`config.mk`:
```
export PLATFORM = sky130hd
export DESIGN_NAME = hdlc_rx_bitproc
export DESIGN_NICKNAME = d
export VERILOG_FILES = /design/src/rtl/hdlc_pkg.sv /design/src/rtl/hdlc_rx_flagdet.sv /design/src/rtl/hdlc_rx_bitproc.sv
export SDC_FILE = /design/constraint.sdc
export NUM_CORES = 1
export LEC_CHECK = 0
export ABC_CLOCK_PERIOD_IN_PS = 2700
export CORE_ASPECT_RATIO = 0.9
export CORE_MARGIN = 10
export CORE_UTILIZATION = 55
export CTS_BUF_LIST = sky130_fd_sc_hd__clkbuf_16
export DETAILED_ROUTE_END_ITERATION = 10
export DONT_BUFFER_PORTS = 1
export PLACE_DENSITY = 0.7
export SLEW_MARGIN = 5
export SYNTH_ARGS = -nofsm -noshare
export SYNTH_HDL_FRONTEND = slang
export SYNTH_HIERARCHICAL = 1
export SYNTH_SLANG_ARGS = --single-unit
```
`constraint.sdc`:
```
create_clock -name Clk -period 2.7 [get_ports Clk]
set_clock_uncertainty 0.1 [all_clocks]
set_input_delay 0.54 -clock Clk [delete_from_list [all_inputs] [get_ports Clk]]
set_output_delay 0.54 -clock Clk [all_outputs]
set_load 0.05 [all_outputs]
```
`src/rtl/hdlc_pkg.sv`:
```
// rtl/hdlc_pkg.sv - shared constants and state type for the HDLC receive bit path
package hdlc_pkg;

  localparam logic [7:0] HDLC_FLAG       = 8'h7E;
  localparam logic [2:0] HDLC_STUFF_ONES = 3'd5;
  localparam logic [2:0] HDLC_FLAG_ONES  = 3'd6;

  typedef enum logic {RX_IDLE, RX_FRAME} rx_state_t;

endpackage

```
`src/rtl/hdlc_rx_flagdet.sv`:
```
// rtl/hdlc_rx_flagdet.sv - consecutive-ones counter and abort/flag/stuff decode
module hdlc_rx_flagdet
  import hdlc_pkg::*;
(
  input  logic clk,
  input  logic rst_n,
  input  logic rx,
  input  logic rx_en,
  output logic abort_evt,
  output logic flag_evt,
  output logic stuff_evt
);

  logic [2:0] ones_q, ones_d;

  always_comb begin
    ones_d = ones_q;
    if (rx_en) begin
      if (!rx) begin
        ones_d = 3'd0;
      end else if (ones_q != 3'd7) begin
        ones_d = ones_q + 3'd1;
      end
    end
  end

  always_ff @(posedge clk or negedge rst_n) begin
    if (!rst_n) begin
      ones_q <= 3'd0;
    end else begin
      ones_q <= ones_d;
    end
  end

  // Events are decoded on the incoming bit, before the counter updates.
  assign abort_evt = rx_en &&  rx && (ones_q == HDLC_FLAG_ONES);
  assign flag_evt  = rx_en && !rx && (ones_q == HDLC_FLAG_ONES);
  assign stuff_evt = rx_en && !rx && (ones_q == HDLC_STUFF_ONES);

endmodule

```
`src/rtl/hdlc_rx_bitproc.sv`:
```
// rtl/hdlc_rx_bitproc.sv - HDLC receive bit processing: destuffing, byte assembly, frame events
module hdlc_rx_bitproc
  import hdlc_pkg::*;
#(
  parameter int MAX_BYTES = 128
) (
  input  logic       Clk,
  input  logic       Rst,
  input  logic       Rx,
  input  logic       RxEN,
  output logic       RxD,
  output logic       ZeroDetect,
  output logic       Rx_FlagDetect,
  output logic       Rx_AbortDetect,
  output logic       Rx_ValidFrame,
  output logic       Rx_NewByte,
  output logic [7:0] Rx_Data,
  output logic       Rx_EoF,
  output logic       Rx_FrameError,
  output logic [7:0] Rx_FrameSize,
  output logic       Rx_AbortSignal,
  output logic       Rx_Overflow
);

  localparam logic [7:0] OVF_AT = 8'(MAX_BYTES);

  logic abort_evt, flag_evt, stuff_evt;

  hdlc_rx_flagdet u_flagdet (
    .clk       (Clk),
    .rst_n     (Rst),
    .rx        (Rx),
    .rx_en     (RxEN),
    .abort_evt (abort_evt),
    .flag_evt  (flag_evt),
    .stuff_evt (stuff_evt)
  );

  rx_state_t  state_q, state_d;
  logic [7:0] dl_q, dl_d, dm_q, dm_d, sh_q, sh_d;
  logic [7:0] data_q, data_d, size_q, size_d, bytecnt_q, bytecnt_d;
  logic [2:0] bitcnt_q, bitcnt_d;
  logic       rxd_q, rxd_d, ferr_q, ferr_d;
  logic       zero_q, zero_d, flag_q, flag_d, adet_q, adet_d, newbyte_q, newbyte_d;
  logic       eof_q, eof_d, asig_q, asig_d, ovf_q, ovf_d;

  always_comb begin
    state_d   = state_q;
    dl_d      = dl_q;
    dm_d      = dm_q;
    sh_d      = sh_q;
    data_d    = data_q;
    size_d    = size_q;
    bytecnt_d = bytecnt_q;
    bitcnt_d  = bitcnt_q;
    rxd_d     = rxd_q;
    ferr_d    = ferr_q;
    zero_d    = 1'b0;
    flag_d    = 1'b0;
    adet_d    = 1'b0;
    newbyte_d = 1'b0;
    eof_d     = 1'b0;
    asig_d    = 1'b0;
    ovf_d     = 1'b0;
    if (RxEN) begin
      rxd_d  = dl_q[7];
      dl_d   = {dl_q[6:0], Rx};
      dm_d   = {dm_q[6:0], stuff_evt};
      zero_d = stuff_evt;
      flag_d = flag_evt;
      adet_d = abort_evt;
      // The bit leaving the delay line is assembled before any flag/abort handling.
      if (state_q == RX_FRAME && !dm_q[7]) begin
        sh_d     = {dl_q[7], sh_q[7:1]};
        bitcnt_d = bitcnt_q + 3'd1;
        if (bitcnt_q == 3'd7) begin
          data_d    = sh_d;
          newbyte_d = 1'b1;
          ovf_d     = (bytecnt_q == OVF_AT);
          if (bytecnt_q != 8'hFF) begin
            bytecnt_d = bytecnt_q + 8'd1;
          end
        end
      end
      if (flag_evt || abort_evt) begin
        dm_d = 8'hFF;
      end
      if (flag_evt) begin
        if (state_q == RX_FRAME && (bytecnt_d != 8'd0 || bitcnt_d != 3'd0)) begin
          eof_d  = 1'b1;
          size_d = bytecnt_d;
          ferr_d = (bitcnt_d != 3'd0);
        end
        state_d   = RX_FRAME;
        bitcnt_d  = 3'd0;
        bytecnt_d = 8'd0;
      end else if (abort_evt && state_q == RX_FRAME) begin
        asig_d  = 1'b1;
        state_d = RX_IDLE;
      end
    end
  end

  always_ff @(posedge Clk or negedge Rst) begin
    if (!Rst) begin
      state_q   <= RX_IDLE;
      dl_q      <= 8'hFF;
      dm_q      <= 8'hFF;
      sh_q      <= 8'd0;
      data_q    <= 8'd0;
      size_q    <= 8'd0;
      bytecnt_q <= 8'd0;
      bitcnt_q  <= 3'd0;
      rxd_q     <= 1'b0;
      ferr_q    <= 1'b0;
      zero_q    <= 1'b0;
      flag_q    <= 1'b0;
      adet_q    <= 1'b0;
      newbyte_q <= 1'b0;
      eof_q     <= 1'b0;
      asig_q    <= 1'b0;
      ovf_q     <= 1'b0;
    end else begin
      state_q   <= state_d;
      dl_q      <= dl_d;
      dm_q      <= dm_d;
      sh_q      <= sh_d;
      data_q    <= data_d;
      size_q    <= size_d;
      bytecnt_q <= bytecnt_d;
      bitcnt_q  <= bitcnt_d;
      rxd_q     <= rxd_d;
      ferr_q    <= ferr_d;
      zero_q    <= zero_d;
      flag_q    <= flag_d;
      adet_q    <= adet_d;
      newbyte_q <= newbyte_d;
      eof_q     <= eof_d;
      asig_q    <= asig_d;
      ovf_q     <= ovf_d;
    end
  end

  assign RxD            = rxd_q;
  assign ZeroDetect     = zero_q;
  assign Rx_FlagDetect  = flag_q;
  assign Rx_AbortDetect = adet_q;
  assign Rx_ValidFrame  = (state_q == RX_FRAME);
  assign Rx_NewByte     = newbyte_q;
  assign Rx_Data        = data_q;
  assign Rx_EoF         = eof_q;
  assign Rx_FrameError  = ferr_q;
  assign Rx_FrameSize   = size_q;
  assign Rx_AbortSignal = asig_q;
  assign Rx_Overflow    = ovf_q;

endmodule

```
After elaboration in Yosys (flattened, before gate mapping)
Cells that the tools add are included.
Storage, ports and cells
  input port bits: 4
  output and inout port bits: 26
  word-level logic and storage cells: 76
  bits in registers: 64
Operators by class
  eq/ne operators: 7
  reductions and logical operators: 20
  add/subtract/negate cells: 3
  multiplexer cells: 28
Operator list (count)
  8-bit 2-to-1 mux: 6
  1-bit 2-to-1 mux: 17
  3-bit 2-to-1 mux: 5
  3-bit equality test (second input constant): 3
  8-bit by 1-bit adder with 8-bit output (second input constant): 1
  8-bit equality test (second input constant): 1
  1-bit logical AND: 8
  8-bit != test (second input constant): 1
  8-bit nonzero test: 1
  3-bit by 1-bit adder with 3-bit output (second input constant): 2
  2-bit AND reduction: 3
  3-bit AND reduction: 2
  3-bit != test (second input constant): 1
  3-bit nonzero test: 1
  1-bit logical NOT: 2
  1-bit logical OR: 2
  2-bit by 1-bit != test with 1-bit output (second input constant): 1
  2-bit nonzero test: 1

Longest topological paths before layout
Gate-level depths: netlist of the first run.
  depth after elaboration: 11
  gate-level depth with buffers: 9
  mapped depth without buffers: 8

Cells and area by module
Netlist of the first run, hierarchy kept.
Modules (own cells, without submodules)
  hdlc_rx_bitproc: instances 1, seq. area each 1521.5 um2, cells an instance 256, area each 2810.2 um2
  hdlc_rx_flagdet: instances 1, seq. area each 75.1 um2, cells an instance 25, area each 249.0 um2

Worst setup path after synthesis of the first run
No wires, ideal clock.
  path type: reg-to-reg
  from: reg state_q (netlist: Rx_ValidFrame)
  to: reg size_q[2] (netlist: Rx_FrameSize[2])
  setup time: 120 ps
  cell stages (with the launch flop): 6
  path slack: 582 ps
  data arrival time: 1898 ps
  clock period less this slack: 2118 ps
  data required time: 2480 ps
  buffers on the path: 0
  cells stage by stage: dfrtp_1 nand2b_1 o31a_1 o221a_2 and3_4 a31o_1
Between the ends
  cells in the longest elaborated chain, start to end: 7
  elaborated cells between the ends (all ways): 10
  classes of those cells: mux: 4; reduce/logical: 6
Ends and longest elaborated chain
  start, declared: RTL line hdlc_rx_bitproc.sv:39  | rx_state_t state_q, state_d;
  start signal, assigned: RTL line hdlc_rx_bitproc.sv:124  | state_q <= state_d;
  1-bit logical AND: RTL line hdlc_rx_bitproc.sv:73  | if (state_q == RX_FRAME && !dm_q[7]) begin
  8-bit 2-to-1 mux / 3-bit 2-to-1 mux (equally long branches): RTL line hdlc_rx_bitproc.sv:73
  8-bit 2-to-1 mux / 3-bit 2-to-1 mux (equally long branches): RTL line hdlc_rx_bitproc.sv:65  | if (RxEN) begin
  8-bit nonzero test / 3-bit nonzero test (equally long branches): RTL line hdlc_rx_bitproc.sv:89  | if (state_q == RX_FRAME && (bytecnt_d != 8'd0 || bitcnt_d != 3'd0)) begin
  1-bit logical OR: RTL line hdlc_rx_bitproc.sv:89
  1-bit logical AND: RTL line hdlc_rx_bitproc.sv:89
  3-bit AND reduction (no source line)
  end signal, assigned: RTL line hdlc_rx_bitproc.sv:129  | size_q <= size_d;
  end, declared: RTL line hdlc_rx_bitproc.sv:41  | logic [7:0] data_q, data_d, size_q, size_d, bytecnt_q, bytecnt_d;
Parallel ways exist; a longest one is shown, timed or not. The select of a mux whose other input is x is not followed.
A chain may end at the register's enable or synchronous reset.

Final worst setup path of the first run
  from: reg bitcnt_q[0]
  to: reg size_q[7] (netlist: Rx_FrameSize[7])
Between the ends
  cells in the longest elaborated chain, start to end: 8
  elaborated cells between the ends (all ways): 12
  classes of those cells: add/sub: 1; eq/ne: 1; mux: 5; reduce/logical: 5
Ends and longest elaborated chain
  start, declared: RTL line hdlc_rx_bitproc.sv:42  | logic [2:0] bitcnt_q, bitcnt_d;
  start signal, assigned: RTL line hdlc_rx_bitproc.sv:131  | bitcnt_q <= bitcnt_d;
  3-bit equality test: RTL line hdlc_rx_bitproc.sv:76  | if (bitcnt_q == 3'd7) begin
  8-bit 2-to-1 mux: RTL line hdlc_rx_bitproc.sv:76
  8-bit 2-to-1 mux: RTL line hdlc_rx_bitproc.sv:73
  8-bit 2-to-1 mux: RTL line hdlc_rx_bitproc.sv:65
  8-bit nonzero test: RTL line hdlc_rx_bitproc.sv:89
  1-bit logical OR: RTL line hdlc_rx_bitproc.sv:89
  1-bit logical AND: RTL line hdlc_rx_bitproc.sv:89
  3-bit AND reduction (no source line)
Parallel ways exist; a longest one is shown, timed or not. The select of a mux whose other input is x is not followed.

==> results of run 1 <==
per-layer routing:
layer / routed length [um] / up-vias / GRT usage [%] / part of all wire (%)
met2: 2890 / 61 / 21.8 / 46
li1: - / 1021 / - / -
met1: 2830 / 1029 / 18.9 / 45
met3: 481 / 9 / 6.66 / 7.6
met5: 0 / - / 0 / 0
met4: 83 / 0 / 5.01 / 1.3
worst max-delay path by stage:
stage,start,end,slack (ps),cells after the start
2_1_floorplan,Rx_ValidFrame,Rx_FrameSize[2],580,5
3_3_place_gp,bitcnt_q[0],Rx_FrameSize[2],420,7
3_5_place_dp,bitcnt_q[0],Rx_FrameSize[2],380,7
4_1_cts,bitcnt_q[0],Rx_FrameSize[7],360,7
5_1_grt,bitcnt_q[0],Rx_FrameSize[7],230,7
6_report,bitcnt_q[0],Rx_FrameSize[7],360,7
critical path, delay by kind of cell (launching register included):
kind | cells | cell delay, ps
and+or+nand+nor | 2 | 470
muxes | 1 | 430
DFF | 1 | 420
adders and majority gates | 2 | 410
AOI/OAI and AO/OA | 2 | 390
cell type report:
type,count,area share [%]
Timing Repair Buffer,4,1.53
Tap cell,67,2.44
Clock inverter,7,2.07
Clock buffer,9,6.55
Inverter,15,1.64
Multi-Input combinational cell,191,39.3
Sequential cell,63,46.5
placed cells by master, fill, tap and decap left out, types with 2 or more instances in the layout:
cell / synthesis / layout
a21oi_1: 14 / 14
a22o_1: 2 / 2
a31o_1: 2 / 2
a32o_1: 2 / 2
and2_1: 4 / 4
and3_1: 4 / 4
and4_1: 3 / 3
buf_4: 1 / 2
clkbuf_16: 0 / 9
clkinv_1: 1 / 2
clkinvlp_4: 0 / 2
dfrtp_1: 47 / 47
dfstp_2: 16 / 16
ha_1: 8 / 8
inv_1: 14 / 14
mux2_2: 26 / 26
nand2_1: 24 / 24
nand2b_1: 3 / 3
nand3_1: 10 / 10
nand4_1: 4 / 4
nand4bb_1: 2 / 2
nor2_1: 23 / 23
nor3_1: 2 / 2
nor3b_2: 2 / 2
o2111ai_1: 2 / 2
o211ai_1: 7 / 7
o21ai_0: 8 / 8
o21ai_1: 3 / 3
o2bb2ai_1: 2 / 2
or2_2: 2 / 2
or3_1: 2 / 2
xnor2_1: 3 / 3
logic make-up after synthesis:
| kind of cell | share of synthesized area, % |
|---|---|
| compound gates | 12.8 |
| xor+xnor | 0.859 |
| fa+ha+maj | 3.27 |
| buf+inv | 3.64 |
| flops | 52.2 |
| mux | 9.90 |
| simple gates | 17.4 |
sequential cells by signal, indices dropped and copies added (netlist names):
signal            count
Rx_Data               8
Rx_FrameSize          8
bytecnt_q             8
dl_q                  8
dm_q                  8
sh_q                  7
bitcnt_q              3
u_flagdet/ones_q      3
RxD                   1
Rx_AbortDetect        1
Rx_AbortSignal        1
Rx_EoF                1
Rx_FlagDetect         1
Rx_FrameError         1
Rx_NewByte            1
Rx_Overflow           1
Rx_ValidFrame         1
ZeroDetect            1
power by group:
| group | total [W] | switching [W] | internal, W |
|---|---|---|---|
| registers | 0.00119 | 0.000117 | 0.00107 |
| clock network | 0.00114 | 0.000426 | 0.000713 |
| logic | 0.000302 | 0.000161 | 0.000141 |
synthesized netlist by cell type (3+ instances only):
cell / number
nand2b_1: 3
and3_1: 4
xnor2_1: 3
nand3_1: 10
dfrtp_1: 47
inv_1: 14
dfstp_2: 16
nand2_1: 24
and2_1: 4
ha_1: 8
nor2_1: 23
nand4_1: 4
o21ai_0: 8
buf_2: 5
o21ai_1: 3
a21oi_1: 14
mux2_2: 26
and4_1: 3
o211ai_1: 7
clkbuf_1: 6
stage by stage:
stage | total power [W] | hold WS, ps
floorplan | 0.00142 | 144
global placement | 0.00147 | 146
detailed placement | 0.00148 | 147
CTS | 0.00266 | 153
global route | 0.00276 | 155
finish | 0.00263 | 173
==> impl_metrics.csv, run 1 <==
group,metric,value,unit
clock_network,cts.clk_slew.worst_paths,60,ps
power,vdd_drop_max,612,uV
worst_setup_path,cp.required,2820,ps
detailed_routing,drtPass1Iterations,5,
yosys,synth.avg_cell_area,10.9,um^2
cells_and_area,seqCellArea,0.00160,mm^2
yosys,ys_ff_latch,63,
floorplanning,core,0.00532,mm^2
floorplanning,die_y,90.8,um
floorplanning,initial_utilization,57.5,%
worst_setup_path,critical-path-max-stage-delay,430,ps
yosys,syn-cell-area,0.00306,mm^2
clock_network,cts_sinks,63,
sta,fin_crit,2340,ps
sta,fin_crit_sh,86.7,%
global_routing,grt_pass1_wl,10.8,mm
cells_and_area,multi_input_area,0.00135,mm^2
sta,setup_viol_count_final,0,
worst_setup_path,end_kind,"register",
detailed_routing,vias,2120,
worst_hold_path,hold_path_depth,1,
sta,fin_ws,360,ps
cells_and_area,nNetsFinal,296,
worst_setup_path,cpMaxStageDelayCell,"mux2_2",
sta,maxSlewHeadroom,65.5,%
cells_and_area,antenna_cells,0,
cells_and_area,drive_gt1_share,25.6,%
detailed_routing,wl_per_cell,17.7,um
detailed_routing,vias_per_cell,5.96,
floorplanning,dieArea,0.00895,mm^2
worst_setup_path,start_kind,"register",
place,portBuffers,0,
yosys,synthTopCellsByArea,"dfrtp_1 38%, dfstp_2 14%, mux2_2 9.6%",
clock_network,cts_setup_buffers,0,
power,powerDensity,766,mW/mm^2
clock_network,htreeDepth,3,
place,pre_cts_ws,378,ps
cells_and_area,final_util,64.6,%
worst_hold_path,hp-class,"input port to register",
clock_network,clk_latency,330,ps
yosys,yosysTopAreaCellShare,38.4,%
detailed_routing,ant_nets,0,
yosys,syn_nets,293,
place,placed_cell_area,0.00310,mm^2
yosys,synthArstFlopShare,100,%
global_routing,antenna_found_initial,0,
global_routing,gr-usage-all-layers,14.8,%
sta,drv_slew,0,
clock_network,cts_hold_buffers,2,
worst_setup_path,worstPathCellList,"ha_1 > ha_1 > and3b_1 > o21ai_2 > mux2_2 > and3_4 > a31o_1",
worst_setup_path,cp_data_arrival_time,2460,ps
detailed_routing,drt_iter0_drc,142,
worst_setup_path,cpMostUsedCell,"ha_1",
clock_network,cts_buffers,9,
cells_and_area,fill_cells,434,
worst_setup_path,r2r_start,"bitcnt_q[0]",
place,gp_congestion,0.934,
detailed_routing,wirelength,6.29,mm
floorplanning,num_io_pins,30,
job,maxCapViolations,0,
sta,max_clock_freq,0.427,GHz
cells_and_area,layoutNonFillerInstCount,356,
clock_network,cts_repair_resize_count,0,
worst_setup_path,r2r_end,"Rx_FrameSize[7]",
clock_network,cts_root_buf,"clkbuf_16",
clock_network,clockBufferDepth,2,
clock_network,cts_tree,"built",
yosys,synth_edf_count,0,
detailed_routing,drcViolationCount,0,
status,status,"complete, no violations",
floorplanning,num_rows,25,
sta,rsz0062_at_grt,"false",
sta,setup-tns-final,0,ps
cells_and_area,syn2layout_area_growth,12.4,%
place,dp_hpwl,4.21,mm
yosys,synthFlopType,"dfrtp_1",
worst_hold_path,hold_path_startpoint,"RxEN",
worst_setup_path,worstSetupPathType,"register to register",
worst_setup_path,cp_max_fo,12,
yosys,yosys_warnings,6,
worst_hold_path,whs_endpoint,"dm_q[5]",
sta,worst_slew_pin_slew,518,ps
floorplanning,die_x,98.6,um
global_routing,grt_pass1_vias,2107,
worst_setup_path,r2r_slack,360,ps
global_routing,grt_max_degree,64,
global_routing,overflow,0,
place,dpl.cell_count,338,
yosys,synth_cells,281,
sta,hold_viol_final,0,
power,leakagePower,1.57,nW
worst_setup_path,worst_r2r_path_depth,7,
yosys,synth.distinct_cells,59,
yosys,synth_top_cell_by_area,"dfrtp_1",
cells_and_area,final_area,0.00344,mm^2
yosys,ys_seq_area_share,52.2,%
Note: power is estimated with default switching activity, not from simulation.
==> inputs of run 2 (changes only) <==
--- a/config.mk
+++ b/config.mk
@@ -7,7 +7,7 @@
 export LEC_CHECK = 0
 export ABC_CLOCK_PERIOD_IN_PS = 2700
 export CORE_ASPECT_RATIO = 0.9
-export CORE_MARGIN = 10
+export CORE_MARGIN = 1
 export CORE_UTILIZATION = 55
 export CTS_BUF_LIST = sky130_fd_sc_hd__clkbuf_16
 export DETAILED_ROUTE_END_ITERATION = 10
==> run 2 against run 1 <==
Effect of this change: critical path depth is the same; die area is 34% lower; register-to-register slack is essentially flat; global-route usage rose by 9.4 points; clock power is 4% lower; fmax increased by 0.44%; first-iteration DRC count up 75%.
==> impl_metrics.csv, run 2 (synthesized netlist as in run 1, its figures left out) <==
group,metric,value,unit
status,status,"complete, no violations",
job,maxCapViolations,0,
detailed_routing,wl_per_cell,17.4,um
sta,maxSlewHeadroom,65.8,%
worst_setup_path,worst-path-buf-inv,0,
floorplanning,die_x,80.6,um
sta,worst_slew_pin_slew,513,ps
clock_network,cts_setup_buffers,0,
cells_and_area,drive_gt1_share,25.2,%
power,switching_share,26.3,%
cells_and_area,nNetsFinal,297,
worst_hold_path,whs_endpoint,"dm_q[6]",
clock_network,cts_buffers,9,
worst_setup_path,worst_r2r_path_depth,7,
floorplanning,die_y,72.8,um
worst_setup_path,worstSetupPathType,"register to register",
sta,drv_slew,0,
worst_setup_path,r2r_start,"bitcnt_q[0]",
detailed_routing,drt_iter0_drc,249,
clock_network,htreeDepth,3,
worst_setup_path,r2r_slack,370,ps
worst_setup_path,cpMostUsedCell,"ha_1",
worst_setup_path,r2r_end,"Rx_FrameSize[2]",
detailed_routing,drcViolationCount,0,
power,powerDensity,757,mW/mm^2
detailed_routing,ant_nets,0,
power,clkPwrFrac,42.3,%
worst_setup_path,cpLargestDelayFamily,"simple AND/OR/NAND/NOR gates",
global_routing,gr-usage-all-layers,24.2,%
worst_hold_path,hold_path_startpoint,"RxEN",
cells_and_area,antenna_cells,0,
place,dp_hpwl,4.06,mm
worst_setup_path,worstPathCellList,"ha_1 > ha_1 > and3b_1 > o21ai_2 > mux2_2 > and3_4 > a31o_1",
floorplanning,dieArea,0.00587,mm^2
sta,rsz0062_at_grt,"false",
global_routing,antenna_found_initial,0,
power,comb_power_share,11.6,%
clock_network,cts_repair_resize_count,0,
floorplanning,num_io_pins,30,
clock_network,cts.clk_slew.worst_paths,50,ps
clock_network,clk_latency,330,ps
clock_network,cts_hold_buffers,2,
worst_hold_path,hp-class,"input port to register",
worst_setup_path,cp_data_arrival_time,2450,ps
cells_and_area,fill_cells,438,
sta,hold_viol_final,0,
sta,max_clock_freq,0.429,GHz
global_routing,grt_pass1_wl,10.4,mm
clock_network,cts_sinks,63,
clock_network,cts_tree,"built",
cells_and_area,syn2layout_area_growth,12.2,%
place,gp_congestion,0.953,
sta,fin_crit_sh,86.3,%
power,switchingPower,0.000684,W
power,seqPwrFrac,46.0,%
cells_and_area,layout_common_cells,"47 x dfrtp_1, 26 x mux2_2, 24 x nand2_1",
floorplanning,num_rows,25,
global_routing,grt_max_degree,64,
sta,setup_viol_count_final,0,
clock_network,clockBufferDepth,2,
sta,setup-tns-final,0,ps
worst_setup_path,cp.required,2820,ps
floorplanning,core,0.00532,mm^2
worst_setup_path,cpMaxStageDelayCell,"dfrtp_1",
detailed_routing,drtPass1Iterations,5,
worst_setup_path,critical-path-max-stage-delay,420,ps
cells_and_area,final_common_cell,"dfrtp_1",
power,internal-power,0.00192,W
worst_setup_path,cp_max_fo,12,
detailed_routing,vias_per_cell,6.01,
clock_network,cts_root_buf,"clkbuf_16",
global_routing,overflow,0,
detailed_routing,wirelength,6.21,mm
place,portBuffers,0,
detailed_routing,vias,2145,
sta,fin_crit,2330,ps
floorplanning,initial_utilization,57.5,%
worst_hold_path,hold_path_depth,1,
worst_setup_path,start_kind,"register",
global_routing,grt_pass1_vias,2016,
power,leakagePower,1.59,nW
cells_and_area,final_util,64.5,%
power,vdd_drop_max,472,uV
worst_setup_path,end_kind,"register",
run 2: layout make-up:
class                      instances  area [um^2]  area share, %
sequential                        63         1600           46.5
timing repair buffer               5         60.1           1.75
clock inverter                     7         58.8           1.71
inverter                          15         56.3           1.64
multi-input combinational        191         1350           39.4
clock buffer                       9          225           6.56
tap                               67         83.8           2.44
run 2: per-layer routing:
layer | routed length (um) | vias to the layer above | part of all wire, % | track usage (%)
li1 | - | 1020 | - | -
met4 | 54 | 0 | 0.87 | 13.3
met1 | 3000 | 1056 | 48 | 34.2
met2 | 2860 | 63 | 46 | 34.3
met5 | 0 | - | 0 | 0
met3 | 303 | 6 | 4.9 | 5.88
run 2: worst max-delay path by stage:
stage / from / to / slack, ps / cells past startpoint
floorplan: Rx_ValidFrame / Rx_FrameSize[2] / 580 / 5
global placement: bitcnt_q[0] / Rx_FrameSize[2] / 430 / 7
detailed placement: bitcnt_q[0] / Rx_FrameSize[2] / 400 / 7
CTS: bitcnt_q[0] / Rx_FrameSize[7] / 380 / 7
global route: bitcnt_q[0] / Rx_FrameSize[7] / 240 / 7
finish: bitcnt_q[0] / Rx_FrameSize[2] / 370 / 7
run 2: worst register-to-register path, delay by kind of cell, from the launching register on:
kind	cells	cell delay, ps
fa+ha+maj	2	400
simple gates	2	470
mux	1	420
flops	1	420
compound gates	2	400
run 2: power by group through the flow:
stage	Clock, W	Combinational, W	Sequential, W
final	0.00110	0.000302	0.00120
after global routing	0.00116	0.000340	0.00121
after CTS	0.00112	0.000305	0.00120
after detailed placement	0	0.000278	0.00121
after global placement	0	0.000271	0.00120
after floorplan	0	0.000238	0.00118
run 2: metrics by stage:
stage	hold slack (ps)	std cells	worst slack [ps]	instance area [um^2]	power (W)
6_report	175	357	370	3430	0.00260
2_1_floorplan	144	281	582	3060	0.00142
4_1_cts	157	357	379	3430	0.00262
5_1_grt	162	357	236	3430	0.00272
3_3_place_gp	146	339	435	3110	0.00148
3_5_place_dp	146	339	399	3110	0.00149
==> inputs of run 3 (changes only) <==
--- a/config.mk
+++ b/config.mk
@@ -5,14 +5,16 @@
 export SDC_FILE = /design/constraint.sdc
 export NUM_CORES = 1
 export LEC_CHECK = 0
-export ABC_CLOCK_PERIOD_IN_PS = 2700
+export ABC_AREA = 1
+export ABC_CLOCK_PERIOD_IN_PS = 2000
 export CORE_ASPECT_RATIO = 0.9
 export CORE_MARGIN = 1
 export CORE_UTILIZATION = 55
 export CTS_BUF_LIST = sky130_fd_sc_hd__clkbuf_16
 export DETAILED_ROUTE_END_ITERATION = 10
 export DONT_BUFFER_PORTS = 1
-export PLACE_DENSITY = 0.7
+export PLACE_DENSITY = 0.73
+export SETUP_SLACK_MARGIN = 0.05
 export SLEW_MARGIN = 5
 export SYNTH_ARGS = -nofsm -noshare
 export SYNTH_HDL_FRONTEND = slang
==> constraint.sdc (replaced) <==
create_clock -name Clk -period 2 [get_ports Clk]
set_clock_uncertainty 0.1 [all_clocks]
set_input_delay 0.4 -clock Clk [delete_from_list [all_inputs] [get_ports Clk]]
set_output_delay 0.4 -clock Clk [all_outputs]
set_load 0.05 [all_outputs]
==> run 3 against run 2 <==
Effect of this change: the run now ends with hold timing, setup timing left; non-clock buffer count rose by 12; register-to-register slack worse by 460 ps; die area down 5.9%; fmax up 12%; hold slack worse by 510 ps.
==> impl_metrics.csv, run 3 <==
group,metric,value,unit
status,status,"finished, violations left",
status,violations,"hold timing, setup timing",
cells_and_area,antenna_cells,0,
place,pre_cts_ws,-102,ps
clock_network,cts_tree,"built",
yosys,synth_most_common_cell,"nand2_1",
sta,maxSlewHeadroom,53.2,%
worst_setup_path,r2r_start,"bitcnt_q[0]",
sta,fin_hold_ws,-332,ps
detailed_routing,drcViolationCount,0,
worst_setup_path,cp_data_arrival_time,2250,ps
power,clkPwrFrac,34.6,%
worst_setup_path,cpLargestDelayFamily,"simple AND/OR/NAND/NOR gates",
yosys,yosysTopAreaCellShare,40.9,%
sta,rsz0062_at_grt,"true",
worst_setup_path,worst-path-buf-inv,2,
worst_setup_path,worstPathCellList,"ha_2 > ha_4 > inv_6 > nor2_8 > nand3_2 > nand2_2 > inv_2 > nor2_4 > nand2_2 > nor2_4 > nand2_4 > nand2_4 > nand2_1 > nand2_1",
cells_and_area,syn2layout_area_growth,23.0,%
power,comb_power_share,19.0,%
worst_setup_path,r2r_slack,-90,ps
worst_setup_path,cp.required,2170,ps
clock_network,clk_latency,320,ps
yosys,synthArstFlopShare,100,%
sta,fin_crit_sh,104,%
yosys,ys_seq_area_share,55.6,%
yosys,synth_top_cell_by_area,"dfrtp_1",
worst_setup_path,worst_r2r_path_depth,14,
sta,max_clock_freq,0.479,GHz
sta,setup_viol_count_final,10,
worst_setup_path,end_kind,"register",
clock_network,cts_sinks,63,
place,dp_hpwl,3.62,mm
cells_and_area,drive_gt1_share,28.2,%
detailed_routing,drtPass1Iterations,5,
yosys,synthFlopType,"dfrtp_1",
place,gp_congestion,0.876,
cells_and_area,layout_common_cells,"82 x nand2_1, 46 x dfrtp_1, 42 x inv_1",
worst_setup_path,cp_max_fo,6,
power,switching_share,34.9,%
floorplanning,initial_utilization,58.3,%
yosys,synth_edf_count,0,
sta,fin_crit,2090,ps
floorplanning,num_io_pins,30,
yosys,syn_nets,344,
worst_hold_path,hp-class,"input port to async pin",
place,portBuffers,0,
worst_setup_path,worstSetupPathType,"register to register",
clock_network,cts_root_buf,"clkbuf_16",
floorplanning,dieArea,0.00552,mm^2
yosys,synth_cells,332,
cells_and_area,fill_cells,368,
yosys,yosys_warnings,6,
clock_network,clockBufferDepth,2,
clock_network,cts.clk_slew.worst_paths,50,ps
floorplanning,num_rows,24,
floorplanning,core,0.00492,mm^2
yosys,syn-cell-area,0.00287,mm^2
power,leakagePower,1.73,nW
power,total_power,0.00433,W
clock_network,htreeDepth,3,
power,internal-power,0.00282,W
global_routing,grt_max_degree,64,
detailed_routing,wl_per_cell,15.0,um
sta,hold_viol_final,63,
job,maxCapViolations,0,
global_routing,overflow,0,
global_routing,gr-usage-all-layers,24.3,%
cells_and_area,final_common_cell,"nand2_1",
detailed_routing,drt_iter0_drc,239,
worst_setup_path,r2r_end,"Rx_FrameSize[6]",
cells_and_area,nNetsFinal,369,
clock_network,cts_buffers,9,
power,vdd_drop_max,873,uV
global_routing,grt_pass1_wl,10.1,mm
worst_setup_path,cpMaxStageDelayCell,"dfrtp_1",
detailed_routing,wirelength,6.39,mm
worst_setup_path,critical-path-max-stage-delay,370,ps
global_routing,antenna_found_initial,0,
power,switchingPower,0.00151,W
detailed_routing,vias_per_cell,5.56,
worst_setup_path,start_kind,"register",
floorplanning,die_y,70.6,um
yosys,ys_ff_latch,63,
yosys,synth.distinct_cells,24,
detailed_routing,ant_nets,0,
power,seqPwrFrac,46.4,%
yosys,synthTopCellsByArea,"dfrtp_1 41%, dfstp_2 15%, nand2_1 13%",
sta,drv_slew,0,
sta,worst_slew_pin_slew,699,ps
sta,fin_ws,-86.5,ps
yosys,synth.avg_cell_area,8.65,um^2
yosys,synth_commonest_cells,"97 x nand2_1, 47 x dfrtp_1, 46 x inv_1",
global_routing,grt_pass1_vias,2228,
power,powerDensity,1230,mW/mm^2
detailed_routing,vias,2372,
floorplanning,die_x,78.2,um
-- run 3: what timing repair did --
action / 4_1_cts / 5_1_grt
endpoints found under the hold margin: 63 / 63
resized for setup: 16 / 26
pin swaps: 12 / 14
gates cloned: 3 / 0
endpoints found under the setup margin: 10 / 10
buffers inserted: 5 / 3
-- run 3: final cells by class --
class	instances	area (um^2)	share of cell area, %
Sequential cell	63	1600	45.2
Clock buffer	9	225	6.37
Timing Repair Buffer	17	153	4.32
Multi-Input combinational cell	215	1220	34.4
Tap cell	65	81.3	2.30
Clock inverter	7	65.1	1.84
Inverter	51	196	5.56
-- run 3: logic make-up (layout without fill, tap and decap cells) --
kind of cell	Yosys count	count (layout)	synth area share [%]
AND/OR/NAND/NOR	155	158	24.3
adder cells (fa/ha/maj)	8	8	3.48
flip-flops	63	63	55.6
buffers and inverters	57	84	7.45
AO/OA/AOI/OAI	49	49	9.19
-- run 3: layer usage --
metal	vias up	part of all wire [%]	GRT usage (%)
met5	-	0	0
met3	37	6.5	9.68
met2	111	47	37.2
met4	0	4.1	11.7
li1	1110	-	-
met1	1114	42	30.3
-- run 3: worst max path at each step --
stage	to	slack (ps)	cells after the start	from
floorplan	Rx_FrameError	80	10	Rx_ValidFrame
global placement	Rx_FrameError	-20	15	bitcnt_q[0]
detailed placement	Rx_FrameSize[1]	-100	15	bitcnt_q[0]
CTS	Rx_FrameSize[1]	-9	15	bitcnt_q[0]
global route	Rx_FrameSize[6]	-170	14	bitcnt_q[0]
finish	Rx_FrameSize[6]	-90	14	bitcnt_q[0]
-- run 3: through the flow --
step	util (%)	setup TNS (ps)	cells	area [um^2]	hold WS [ps]
floorplan	-	0	332	2870	4.41
global placement	61.4	-117	400	3020	6.53
detailed placement	61.4	-782	400	3020	6.56
CTS	69.5	-8.64	424	3420	-343
global route	71.8	-1310	427	3530	-350
finish	71.8	-607	427	3530	-332
-- run 3: power by group through the flow --
stage               logic (W)  registers (W)  clock network (W)
finish               0.000825        0.00201            0.00150
CTS                  0.000706        0.00199            0.00152
global route         0.000925        0.00204            0.00157
detailed placement   0.000613        0.00200                  0
floorplan            0.000460        0.00197                  0
global placement     0.000595        0.00200                  0
